File: src/rtl/btb_update_ctrl.sv
// BTB write-side controller: takes resolved taken-branch updates, picks a way
// (hit, then invalid, then tree-PLRU victim) and issues a one-cycle array write.

module btb_plru_set (
   input  logic       clk,
   input  logic       rst,
   input  logic       wr_upd,
   input  logic [1:0] wr_way,
   input  logic       fe_upd,
   input  logic [1:0] fe_way,
   output logic [2:0] bits
);
   // bits = {b2,b1,b0}; an access points the tree away from the touched way
   function automatic logic [2:0] touch(input logic [2:0] b, input logic [1:0] w);
      logic [2:0] n;
      n = b;
      case (w)
         2'd0: begin n[0] = 1'b1; n[1] = 1'b1; end
         2'd1: begin n[0] = 1'b1; n[1] = 1'b0; end
         2'd2: begin n[0] = 1'b0; n[2] = 1'b1; end
         default: begin n[0] = 1'b0; n[2] = 1'b0; end
      endcase
      return n;
   endfunction

   // The controller's own write wins over a fetch hit to the same set
   always_ff @(posedge clk or posedge rst) begin
      if (rst)         bits <= 3'b000;
      else if (wr_upd) bits <= touch(bits, wr_way);
      else if (fe_upd) bits <= touch(bits, fe_way);
   end
endmodule

module btb_update_ctrl #(
   parameter int INDEX_WIDTH = 3,
   parameter int TAG_WIDTH   = 16 - 1 - INDEX_WIDTH
) (
   input  logic                   clk,
   input  logic                   rst,
   input  logic                   upd_valid,
   output logic                   upd_ready,
   input  logic [15:0]            upd_pc,
   input  logic [15:0]            upd_target,
   output logic [INDEX_WIDTH-1:0] rd_index,
   input  logic [TAG_WIDTH-1:0]   tag0,
   input  logic [TAG_WIDTH-1:0]   tag1,
   input  logic [TAG_WIDTH-1:0]   tag2,
   input  logic [TAG_WIDTH-1:0]   tag3,
   input  logic [3:0]             valid_in,
   output logic                   wr_en,
   output logic [3:0]             wr_way_en,
   output logic [INDEX_WIDTH-1:0] wr_index,
   output logic [TAG_WIDTH-1:0]   wr_tag,
   output logic [15:0]            wr_target,
   input  logic                   fetch_hit,
   input  logic [INDEX_WIDTH-1:0] fetch_index,
   input  logic [1:0]             fetch_way_sel
);
   localparam int NUM_SETS = 2**INDEX_WIDTH;
   localparam logic [1:0] S_IDLE  = 2'd0;
   localparam logic [1:0] S_READ  = 2'd1;
   localparam logic [1:0] S_WRITE = 2'd2;

   typedef struct packed {
      logic [15:1] pc;
      logic [15:0] target;
   } upd_req_t;

   upd_req_t               req_q;
   logic [1:0]             state;
   logic [1:0]             way_q, way_d;
   logic [INDEX_WIDTH-1:0] idx_q;
   logic [TAG_WIDTH-1:0]   tag_q;
   logic [NUM_SETS-1:0][2:0]           plru;
   logic [3:0][TAG_WIDTH-1:0]          rd_tag;
   logic [3:0]             tag_hit;
   logic [2:0]             set_bits;
   logic                   unused_pc0;

   // PC bit 0 is always zero for aligned instructions
   assign unused_pc0 = upd_pc[0];

   assign idx_q    = req_q.pc[INDEX_WIDTH:1];
   assign tag_q    = req_q.pc[15:16-TAG_WIDTH];
   assign rd_tag   = {tag3, tag2, tag1, tag0};
   assign set_bits = plru[idx_q];

   assign upd_ready = (state == S_IDLE);
   assign rd_index  = (state == S_IDLE) ? upd_pc[INDEX_WIDTH:1] : idx_q;
   assign wr_index  = idx_q;
   assign wr_tag    = tag_q;
   assign wr_target = req_q.target;

   always_comb begin
      for (int w = 0; w < 4; w++) tag_hit[w] = valid_in[w] & (rd_tag[w] == tag_q);
   end

   // Later assignments override: victim < lowest invalid < lowest hit
   always_comb begin
      way_d = set_bits[0] ? {1'b1, set_bits[2]} : {1'b0, set_bits[1]};
      for (int w = 3; w >= 0; w--) if (!valid_in[w]) way_d = 2'(w);
      for (int w = 3; w >= 0; w--) if (tag_hit[w])   way_d = 2'(w);
   end

   always_ff @(posedge clk or posedge rst) begin
      if (rst) begin
         state     <= S_IDLE;
         req_q     <= '0;
         way_q     <= 2'd0;
         wr_en     <= 1'b0;
         wr_way_en <= 4'b0000;
      end else begin
         wr_en     <= 1'b0;
         wr_way_en <= 4'b0000;
         case (state)
            S_IDLE: if (upd_valid) begin
               req_q <= '{pc: upd_pc[15:1], target: upd_target};
               state <= S_READ;
            end
            S_READ: begin
               way_q     <= way_d;
               wr_en     <= 1'b1;
               wr_way_en <= 4'b0001 << way_d;
               state     <= S_WRITE;
            end
            default: state <= S_IDLE;
         endcase
      end
   end

   for (genvar s = 0; s < NUM_SETS; s++) begin : g_set
      btb_plru_set u_plru (
         .clk    (clk),
         .rst    (rst),
         .wr_upd (wr_en && (idx_q == INDEX_WIDTH'(s))),
         .wr_way (way_q),
         .fe_upd (fetch_hit && (fetch_index == INDEX_WIDTH'(s))),
         .fe_way (fetch_way_sel),
         .bits   (plru[s])
      );
   end
endmodule

File: config.mk
export PLATFORM = sky130hd
export DESIGN_NAME = btb_update_ctrl
export DESIGN_NICKNAME = d
export VERILOG_FILES = /design/src/rtl/btb_update_ctrl.sv
export SDC_FILE = /design/constraint.sdc
export NUM_CORES = 1
export LEC_CHECK = 0
export ABC_CLOCK_PERIOD_IN_PS = 2400
export CAP_MARGIN = 25
export CORE_MARGIN = 4
export CORE_UTILIZATION = 46
export DETAILED_ROUTE_END_ITERATION = 12
export GPL_ROUTABILITY_DRIVEN = 0
export GPL_TIMING_DRIVEN = 0
export HOLD_SLACK_MARGIN = 0.15
export PLACE_DENSITY = 0.82
export SLEW_MARGIN = 40
export SYNTH_ARGS = -nofsm -noshare
export SYNTH_HDL_FRONTEND = slang
export SYNTH_HIERARCHICAL = 1
export SYNTH_SLANG_ARGS = --single-unit
File: constraint.sdc
create_clock -name clk -period 2.4 [get_ports clk]
set_input_delay 0.24 -clock clk [delete_from_list [all_inputs] [get_ports clk]]
set_output_delay 0.24 -clock clk [all_outputs]
set_load 0.02 [all_outputs]
Yosys cells after proc, flatten, opt, wreduce, memory -nomap -nowiden
Cells that the tools add are included.
{"block": "op_classes", "bitwise": 4, "n_shift": 1, "order_cmp": 1, "n_eq_ne": 48, "reduce_logical": 56, "mux": 38}
{"cell": "3-bit two-way mux", "n": 18}
{"cell": "12-bit == test", "n": 4}
{"cell": "3-bit AND reduction", "n": 16}
{"cell": "3-bit == test, second input constant", "n": 8}
{"cell": "3-bit != test, second input constant", "n": 8}
{"cell": "3-bit nonzero test", "n": 8}
{"cell": "2-bit two-way mux", "n": 10}
{"cell": "2-bit != test, second input constant", "n": 9}
{"cell": "1-bit logical AND", "n": 16}
{"cell": "2-bit by 1-bit != test with 1-bit output, second input constant", "n": 8}
{"cell": "2-bit nonzero test", "n": 8}
{"cell": "3-bit by 2-bit == test with 1-bit output, second input constant", "n": 4}
{"cell": "3-bit binary-select mux with 3-bit select", "n": 1}
{"cell": "1-bit case mux with 2 select lines", "n": 4}
{"cell": "2-bit by 1-bit == test with 1-bit output, second input constant", "n": 3}
{"cell": "3-bit by 1-bit == test with 1-bit output, second input constant", "n": 2}
{"cell": "2-bit logical NOT", "n": 3}
{"cell": "3-bit logical NOT", "n": 2}
{"cell": "1-bit bitwise AND", "n": 4}
{"cell": "2-bit == test, second input constant", "n": 2}
{"cell": "3-bit by 4-bit < comparator with 1-bit output, second input constant", "n": 1}
{"cell": "4-bit two-way mux", "n": 1}
{"cell": "2-bit case mux with 2 select lines", "n": 1}
{"cell": "2-bit OR reduction", "n": 2}
{"cell": "3 further kinds", "n": 5}
{"block": "totals", "elab_cells": 178, "in_bits": 93, "reg_bits": 64}

Longest topological paths before layout
Gate-level depths: netlist of run 1.
{"block": "logic_depth", "ltp_word": 13, "depth_mapped": 8, "ltp_nobuf": 6}

By module
Netlist of run 1, hierarchy kept.
{"mod": "btb_update_ctrl", "cells_per_inst": 244, "n_inst": 1, "seq_area_each_um2": 1001.0, "area_each_um2": 2595.0}
{"mod": "btb_plru_set", "cells_per_inst": 18, "n_inst": 8, "seq_area_each_um2": 75.1, "area_each_um2": 166.4}

Least setup slack after synthesis of run 1
Ideal clock, no wire load.
{"block": "synth_timing", "kind": "register to register", "from": "register req_q (netlist bit wr_tag[0])", "to": "register way_q[0]", "setup_slack_ps": 531, "arrival_time_ps": 1737, "period_less_slack_ps": 1869, "t_required_ps": 2269, "stages_incl_launch_ff": 8, "setup_ps": 131, "cell_sequence": "dfrtp_1 clkbuf_1 xnor2_1 nand3_1 nor4_2 nor2b_1 a21oi_1 a31oi_1"}
{"block": "synth_between", "elab_chain_len": 6, "word_cells_on_any_way": 12, "cone_classes": "eq/ne: 4; mux: 4; bitwise: 4"}
{"element": "from (decl)", "line_no": "69", "rtl": "upd_req_t req_q;"}
{"element": "from (signal assigned)", "line_no": "117", "rtl": "req_q <= '{pc: upd_pc[15:1], target: upd_target};"}
{"element": "12-bit == test", "line_no": "95", "rtl": "for (int w = 0; w < 4; w++) tag_hit[w] = valid_in[w] & (rd_tag[w] == tag_q);"}
{"element": "1-bit bitwise AND", "line_no": "95"}
{"element": "2-bit two-way mux (3 in a row)", "line_no": "102", "rtl": "for (int w = 3; w >= 0; w--) if (tag_hit[w]) way_d = 2'(w);"}
{"element": "2-bit two-way mux (*)", "line_no": "102"}
{"element": "to (signal assigned)", "line_no": "121", "rtl": "way_q <= way_d;"}
{"element": "to (decl)", "line_no": "71", "rtl": "logic [1:0] way_q, way_d;"}
Mark *: on every way between the ends. The rest lies on a longest branch, timed or not.
A chain may end at the register's enable or synchronous reset.

Final worst setup path of run 1
{"block": "layout_timing", "from": "register state[0]", "to": "output port rd_index[0]"}
{"block": "layout_between", "elab_chain_len": 2}
{"element": "from (decl)", "line_no": "70", "rtl": "logic [1:0] state;"}
{"element": "from (signal assigned)", "line_no": "107", "rtl": "state <= S_IDLE;"}
{"element": "from (signal assigned)", "line_no": "118", "rtl": "state <= S_READ;"}
{"element": "from (signal assigned)", "line_no": "124", "rtl": "state <= S_WRITE;"}
{"element": "2-bit logical NOT", "line_no": "89", "rtl": "assign rd_index = (state == S_IDLE) ? upd_pc[INDEX_WIDTH:1] : idx_q;"}
{"element": "3-bit two-way mux", "line_no": "89"}
{"element": "to (decl)", "line_no": "44", "rtl": "output logic [INDEX_WIDTH-1:0] rd_index,"}
No other way between the ends.

==> flow_summary.ini, run 1 <==
[power_and_ir_drop]
peakVddDrop_v = 0.000493
p_leak_uw = 0.00229
p_per_area_nw_per_um2 = 864

[cts]
cts_resized = 0
numCtsBuffers = 9
htreeDepth = 3
clk_pin_slew_ns = 0.09
clock_path_buffers = 2
clock_latency_ns = 0.35
cts.sinks = 64
cts_hold_buf = 0
root_buffer = clkbuf_8
postCtsSetupRepairBufs = 0
tritoncts = done

[layout]
drive_gt1_share_pct = 16.4
layout_common_cells = 131 x clkdlybuf4s50_1, 64 x dfrtp_1, 36 x mux2_2, 36 x xnor2_1, 30 x nand2_1
fin_nets = 623
final_common_cell = clkdlybuf4s50_1
diodes = 0
fin_area_um2 = 5600
syn2layout_area_growth_pct = 42.6
final_core_util_pct = 67.8

[routing]
vias = 3438
drc_errors = 0
drt_iter0_markers = 131
wire_per_inst_um = 18.1
antenna_left = 0
drt-total-wl_um = 11600
viasPerCell = 5.37
dr.pass1.iters = 4

[sta]
finalSetupViolCount = 0
hold_ws_ns = 0.430
rsz0062_at_grt = no
worst_slack_ns = 0.0918
fin_worst_skew_ns = 0.0137
hold_viol_final = 0
drv_slew = 0
finalCritPeriodShare_pct = 96.2
max_freq_ghz = 0.433
slew_headroom_pct = 50.4
tightest_slew_ns = 0.741
timing.final.crit_period_ns = 2.31
setup-tns-final_ns = 0

[critical_path]
cp-start-kind = flip-flop
critPathRequiredTime_ns = 2.16
worstSetupPathType = reg2out
reg2reg_slack_ns = 0.33
timing.rr.start = wr_index[1]$_DFFE_PP0P_
worstSetupEndpointType = output pin
crit_path_max_fanout = 5
r2r_cells = 7
worstPathArrival_ns = 2.07
regToRegEndpoint = g_set[0].u_plru/bits[2]$_DFFE_PP0P_

[global_routing]
grt_usage_pct = 24.1
antenna_found_initial = 0
overflow = 0
grt_pass1_vias = 3749
grt_max_degree = 41
grt_pass1_wl_um = 18800

[placement]
hpwlAfterDp_um = 9100
io_buffers = 131
place_ws_ns = 0.318
place_area_um2 = 5370

[die]
die_h_um = 100
die-area_um2 = 10100
core_area_um2 = 8260
row_count = 33
ios = 133
chipWidth_um = 100
start_util_pct = 47.5

[synthesis]
yosys_warnings = 6
syn_area_per_cell_um2 = 10.1
synth_top_area_cell = dfrtp_1
synth-edff-count = 0
synth_cell_type_count = 44
yosys-top-cells-area = dfrtp_1 41%, mux2_2 10%, xnor2_1 8.0%
ys.flop_type = dfrtp_1
syn-cell-area_um2 = 3930
syn_nets = 481
synth_top_area_share_pct = 40.8
ys_ff_latch = 64
synth_seq_area_share_pct = 40.8
async_flop_share_pct = 100
synth_cells = 388

[run_status]
outcome = finished, final reports clean

[run]
drv_cap = 0

[min_path]
hp-class = in2async
==> routing by layer <==
metal / track usage [%] / vias to the layer above / part of all wire [%]
met1: 26.9 / 1645 / 38
met5: 0 / - / 0
met2: 42.3 / 138 / 50
li1: - / 1636 / -
met3: 10.4 / 19 / 11
met4: 5.91 / 0 / 1.6
==> stage by stage <==
| step | total power (µW) | cells |
|---|---|---|
| after detailed placement | 3770 | 624 |
| final | 4840 | 640 |
| after floorplan | 2940 | 388 |
| after global routing | 5110 | 640 |
| after global placement | 3700 | 624 |
| after CTS | 4870 | 640 |
==> critical path: stages (launching register included) <==
cell	delay (ns)
dfrtp_1	0.39
nor2_1	0.37
mux2_2	0.39
clkdlybuf4s50_1	0.58
==> logic make-up after synthesis <==
group	share of synthesized area, %
xor gates and xnor gates	10.7
AOI/OAI and AO/OA	12.0
and+or+nand+nor	18.0
buffers and inverters	5.48
DFF	40.8
muxes	13.0
==> flip-flops by register name (all words and copies together), names as in the netlist <==
name,cells
wr_en,1
wr_target,16
wr_tag,12
state,2
way_q,2
wr_way_en,4
g_set.u_plru/bits,24
wr_index,3
==> power by group <==
group          internal, µW  leakage, µW  switching [µW]  total, µW
sequential             1420     0.000757             263       1680
clock                   598     0.000111             490       1090
combinational          1090      0.00142             974       2060
total                  3110      0.00229            1730       4840
==> worst max path at each step <==
stage,start,endpoint,slack (ns),cells after the start
floorplan,wr_tag[0]$_DFFE_PP0P_,way_q[0]$_DFFE_PP0P_,0.53,7
global placement,rst,wr_target[6]$_DFFE_PP0P_,-0.02,2
detailed placement,tag3[1],wr_way_en[3]$_DFF_PP0_,0.32,7
CTS,state[0]$_DFFE_PP0P_,rd_index[0],0.1,3
global route,state[0]$_DFFE_PP0P_,rd_index[0],0.04,3
finish,state[0]$_DFFE_PP0P_,rd_index[0],0.09,3
==> cell type report <==
type,count,area [µm²]
fill,626,2660
multi-input combinational,284,2110
sequential,64,1600
timing repair buffer,131,1310
buffer,20,140
tap,105,131
clock buffer,9,124
clock inverter,7,103
inverter,20,77.6
==> cells in the mapped netlist, types with 10 or more instances <==
master	number
dfrtp_1	64
mux2_2	36
xnor2_1	36
nand2_1	30
inv_1	20
nor2_1	17
nand3b_1	16
o21ai_0	16
nor2b_1	13
xor2_1	12
a21oi_1	11
buf_2	10
No activity file was read; power rests on OpenSTA's default activity.
==> run 2: changes to the inputs <==
--- a/config.mk
+++ b/config.mk
@@ -12,7 +12,6 @@
 export DETAILED_ROUTE_END_ITERATION = 12
 export GPL_ROUTABILITY_DRIVEN = 0
 export GPL_TIMING_DRIVEN = 0
-export HOLD_SLACK_MARGIN = 0.15
 export PLACE_DENSITY = 0.82
 export SLEW_MARGIN = 40
 export SYNTH_ARGS = -nofsm -noshare
==> results of run 2 <==
No change in the layout: final DEF, timing and power equal those of run 1.
==> run 3: changes to the inputs <==
--- a/config.mk
+++ b/config.mk
@@ -5,14 +5,15 @@
 export SDC_FILE = /design/constraint.sdc
 export NUM_CORES = 1
 export LEC_CHECK = 0
+export ABC_AREA = 1
 export ABC_CLOCK_PERIOD_IN_PS = 2400
 export CAP_MARGIN = 25
 export CORE_MARGIN = 4
-export CORE_UTILIZATION = 46
+export CORE_UTILIZATION = 47
 export DETAILED_ROUTE_END_ITERATION = 12
 export GPL_ROUTABILITY_DRIVEN = 0
 export GPL_TIMING_DRIVEN = 0
-export PLACE_DENSITY = 0.82
+export PLACE_DENSITY = 0.81
 export SLEW_MARGIN = 40
 export SYNTH_ARGS = -nofsm -noshare
 export SYNTH_HDL_FRONTEND = slang
==> run 3 against run 2 <==
Total power fell by 4.6%; critical path depth rose by 1; count of clock-buffer cells in the layout unchanged; synthesized area grew 3.9%; flip-flop and latch count is the same; synthesized cell count grew 59%; design area rose by 2.8%; global-route usage rose by 1.5 points.
==> flow_summary.ini, run 3 <==
[die]
die-area_um2 = 10200
row_count = 33
die_h_um = 101
ios = 133
start_util_pct = 48.9
chipWidth_um = 101
core_area_um2 = 8340

[synthesis]
yosys-top-cells-area = dfrtp_1 39%, nand2_1 26%, inv_1 6.8%
syn-cell-area_um2 = 4080
synth_cell_type_count = 27
synth.most_common_cell = nand2_1
yosys_warnings = 6
synth_top_area_cell = dfrtp_1
synth_top_area_share_pct = 39.3
syn_area_per_cell_um2 = 6.61
synth_cells = 617
synth_seq_area_share_pct = 39.3
async_flop_share_pct = 100
syn_nets = 710
ys_ff_latch = 64
synth-edff-count = 0
ys.flop_type = dfrtp_1
synth_common_cells = 283 x nand2_1, 74 x inv_1, 64 x dfrtp_1, 36 x nand3_1

[sta]
drv_slew = 0
tightest_slew_ns = 0.823
finalCritPeriodShare_pct = 90.2
hold_viol_final = 0
fin_worst_skew_ns = 0.00412
rsz0062_at_grt = no
max_freq_ghz = 0.462
slew_headroom_pct = 45.0
finalSetupViolCount = 0
worst_slack_ns = 0.236
timing.final.crit_period_ns = 2.16

[critical_path]
cp_num_buf_inv = 3
worstPathArrival_ns = 1.92
cp_top_family = buffers and inverters
slowest_stage = clkdlybuf4s50_1
regToRegEndpoint = way_q[1]$_DFFE_PP0P_
reg2reg_slack_ns = 0.44
timing.rr.start = wr_tag[6]$_DFFE_PP0P_
cp-start-kind = flip-flop
crit_chain = inv_2 > buf_6 > o21ai_0 > clkdlybuf4s50_1
max_stage_delay_ns = 0.65
crit_end = rd_index[0]
critPathRequiredTime_ns = 2.16
crit_path_max_fanout = 10
cp_num_cells = 4
cp-startpoint = wr_index[0]$_DFFE_PP0P_
r2r_cells = 10
worstSetupPathType = reg2out
worstSetupEndpointType = output pin

[global_routing]
grt_max_degree = 41
grtUsageMet3_pct = 7.92
top_usage_layer = met2
grtUsageMet2_pct = 41.1
grt_pass1_wl_um = 20700
grt_pass1_vias = 4450
antenna_found_initial = 0
grt_use_met1_pct = 31.4
overflow = 0
grt_usage_pct = 25.6

[routing]
vias = 4393
drt_iter0_markers = 192
drt-total-wl_um = 12700
drc_errors = 0
wire_per_inst_um = 14.6
antenna_left = 0
dr.pass1.iters = 5
viasPerCell = 5.06

[layout]
diodes = 0
final_common_cell = nand2_1
drive_gt1_share_pct = 9.55
syn2layout_area_growth_pct = 41.1
fin_area_um2 = 5760
final_core_util_pct = 69.0
largest_register_ff_count = 24
layout_common_cells = 283 x nand2_1, 131 x clkdlybuf4s50_1, 73 x inv_1, 63 x dfrtp_1, 36 x nand3_1
instances_no_fill = 869
fin_nets = 852
fill_cells = 683
top_register = g_set.u_plru/bits

[placement]
io_buffers = 131
dp.cells = 853
hpwlAfterDp_um = 10200
place_ws_ns = 0.409
place_area_um2 = 5530

[min_path]
hp-class = in2reg

[cts]
clock_latency_ns = 0.34
root_buffer = clkbuf_8
htreeDepth = 3
numCtsBuffers = 9
cts.sinks = 64
clock_path_buffers = 2
clk_pin_slew_ns = 0.08
postCtsSetupRepairBufs = 0
tritoncts = done

[power_and_ir_drop]
report.power.total_uw = 4620
p_leak_uw = 0.00290
p_per_area_nw_per_um2 = 802
peakVddDrop_v = 0.000492

[run]
drv_cap = 0

[run_status]
outcome = finished, final reports clean
==> run 3: cell types whose count changed after synthesis, sizes merged, moves of 14 or more <==
cell,previous run,this run
xnor2,36,15
nand2,38,309
nand3,4,44
mux2,37,0
nor2b,14,0
nand3b,16,1
inv,20,84
==> run 3: layout make-up <==
| class | count | area (µm²) | share of cell area (%) |
|---|---|---|---|
| flip-flops and latches | 64 | 1600 | 27.8 |
| well taps | 105 | 131 | 2.28 |
| clock inverters | 7 | 103 | 1.78 |
| clock buffers | 9 | 124 | 2.15 |
| inverters | 85 | 322 | 5.59 |
| plain buffers | 9 | 48.8 | 0.848 |
| repair buffers | 131 | 1310 | 22.8 |
| multi-input cells | 459 | 2110 | 36.7 |
==> run 3: report_power, final <==
group          switching [µW]  leakage, µW  internal, µW
Clock                     464     0.000111           597
Combinational            1030      0.00200           806
Sequential                316     0.000792          1400
Total                    1810      0.00290          2810
==> run 3: worst min-delay path by stage <==
stage          cells after the start                                 from  slack, ns                                   to
2_1_floorplan                      1                                  rst     -0.006  g_set[0].u_plru/bits[0]$_DFFE_PP0P_
3_3_place_gp                       2  g_set[0].u_plru/bits[2]$_DFFE_PP0P_       0.46  g_set[0].u_plru/bits[2]$_DFFE_PP0P_
3_5_place_dp                       2             wr_target[0]$_DFFE_PP0P_       0.47             wr_target[0]$_DFFE_PP0P_
5_1_grt                            3                        upd_target[5]       0.42             wr_target[5]$_DFFE_PP0P_
6_report                           3                       upd_target[10]       0.42            wr_target[10]$_DFFE_PP0P_
4_1_cts                            3                       upd_target[10]       0.41            wr_target[10]$_DFFE_PP0P_
==> run 3: logic make-up after synthesis <==
family,count (synthesis),share of synthesized area (%)
flip-flops,64,39.3
buffers and inverters,94,9.02
AO/OA/AOI/OAI,45,6.44
AND/OR/NAND/NOR,394,41.0
XOR/XNOR,20,4.29
==> run 3: per-layer routing <==
| layer | share of wire, % | vias up |
|---|---|---|
| met2 | 47 | 180 |
| met3 | 9.1 | 37 |
| met5 | 0 | - |
| li1 | - | 2180 |
| met1 | 40 | 1996 |
| met4 | 3.7 | 0 |
==> run 3: repair_timing <==
| action | 4_1_cts | 5_1_grt |
|---|---|---|
| hold buffers | 0 | 0 |
| resized for setup | 0 | 2 |
| setup endpoints to repair | 0 | 1 |
==> run 3: metrics by stage <==
stage | hold slack [ns] | TNS (ns)
2_1_floorplan | -0.00636 | 0
3_3_place_gp | 0.460 | -0.851
3_5_place_dp | 0.466 | 0
4_1_cts | 0.411 | 0
5_1_grt | 0.418 | 0
6_report | 0.421 | 0
==> run 3: tightest hold or removal path, stage by stage <==
cell,delay (ns)
clkdlybuf4s50_1,0.39
nand2_1,0.06
nand2_1,0.04
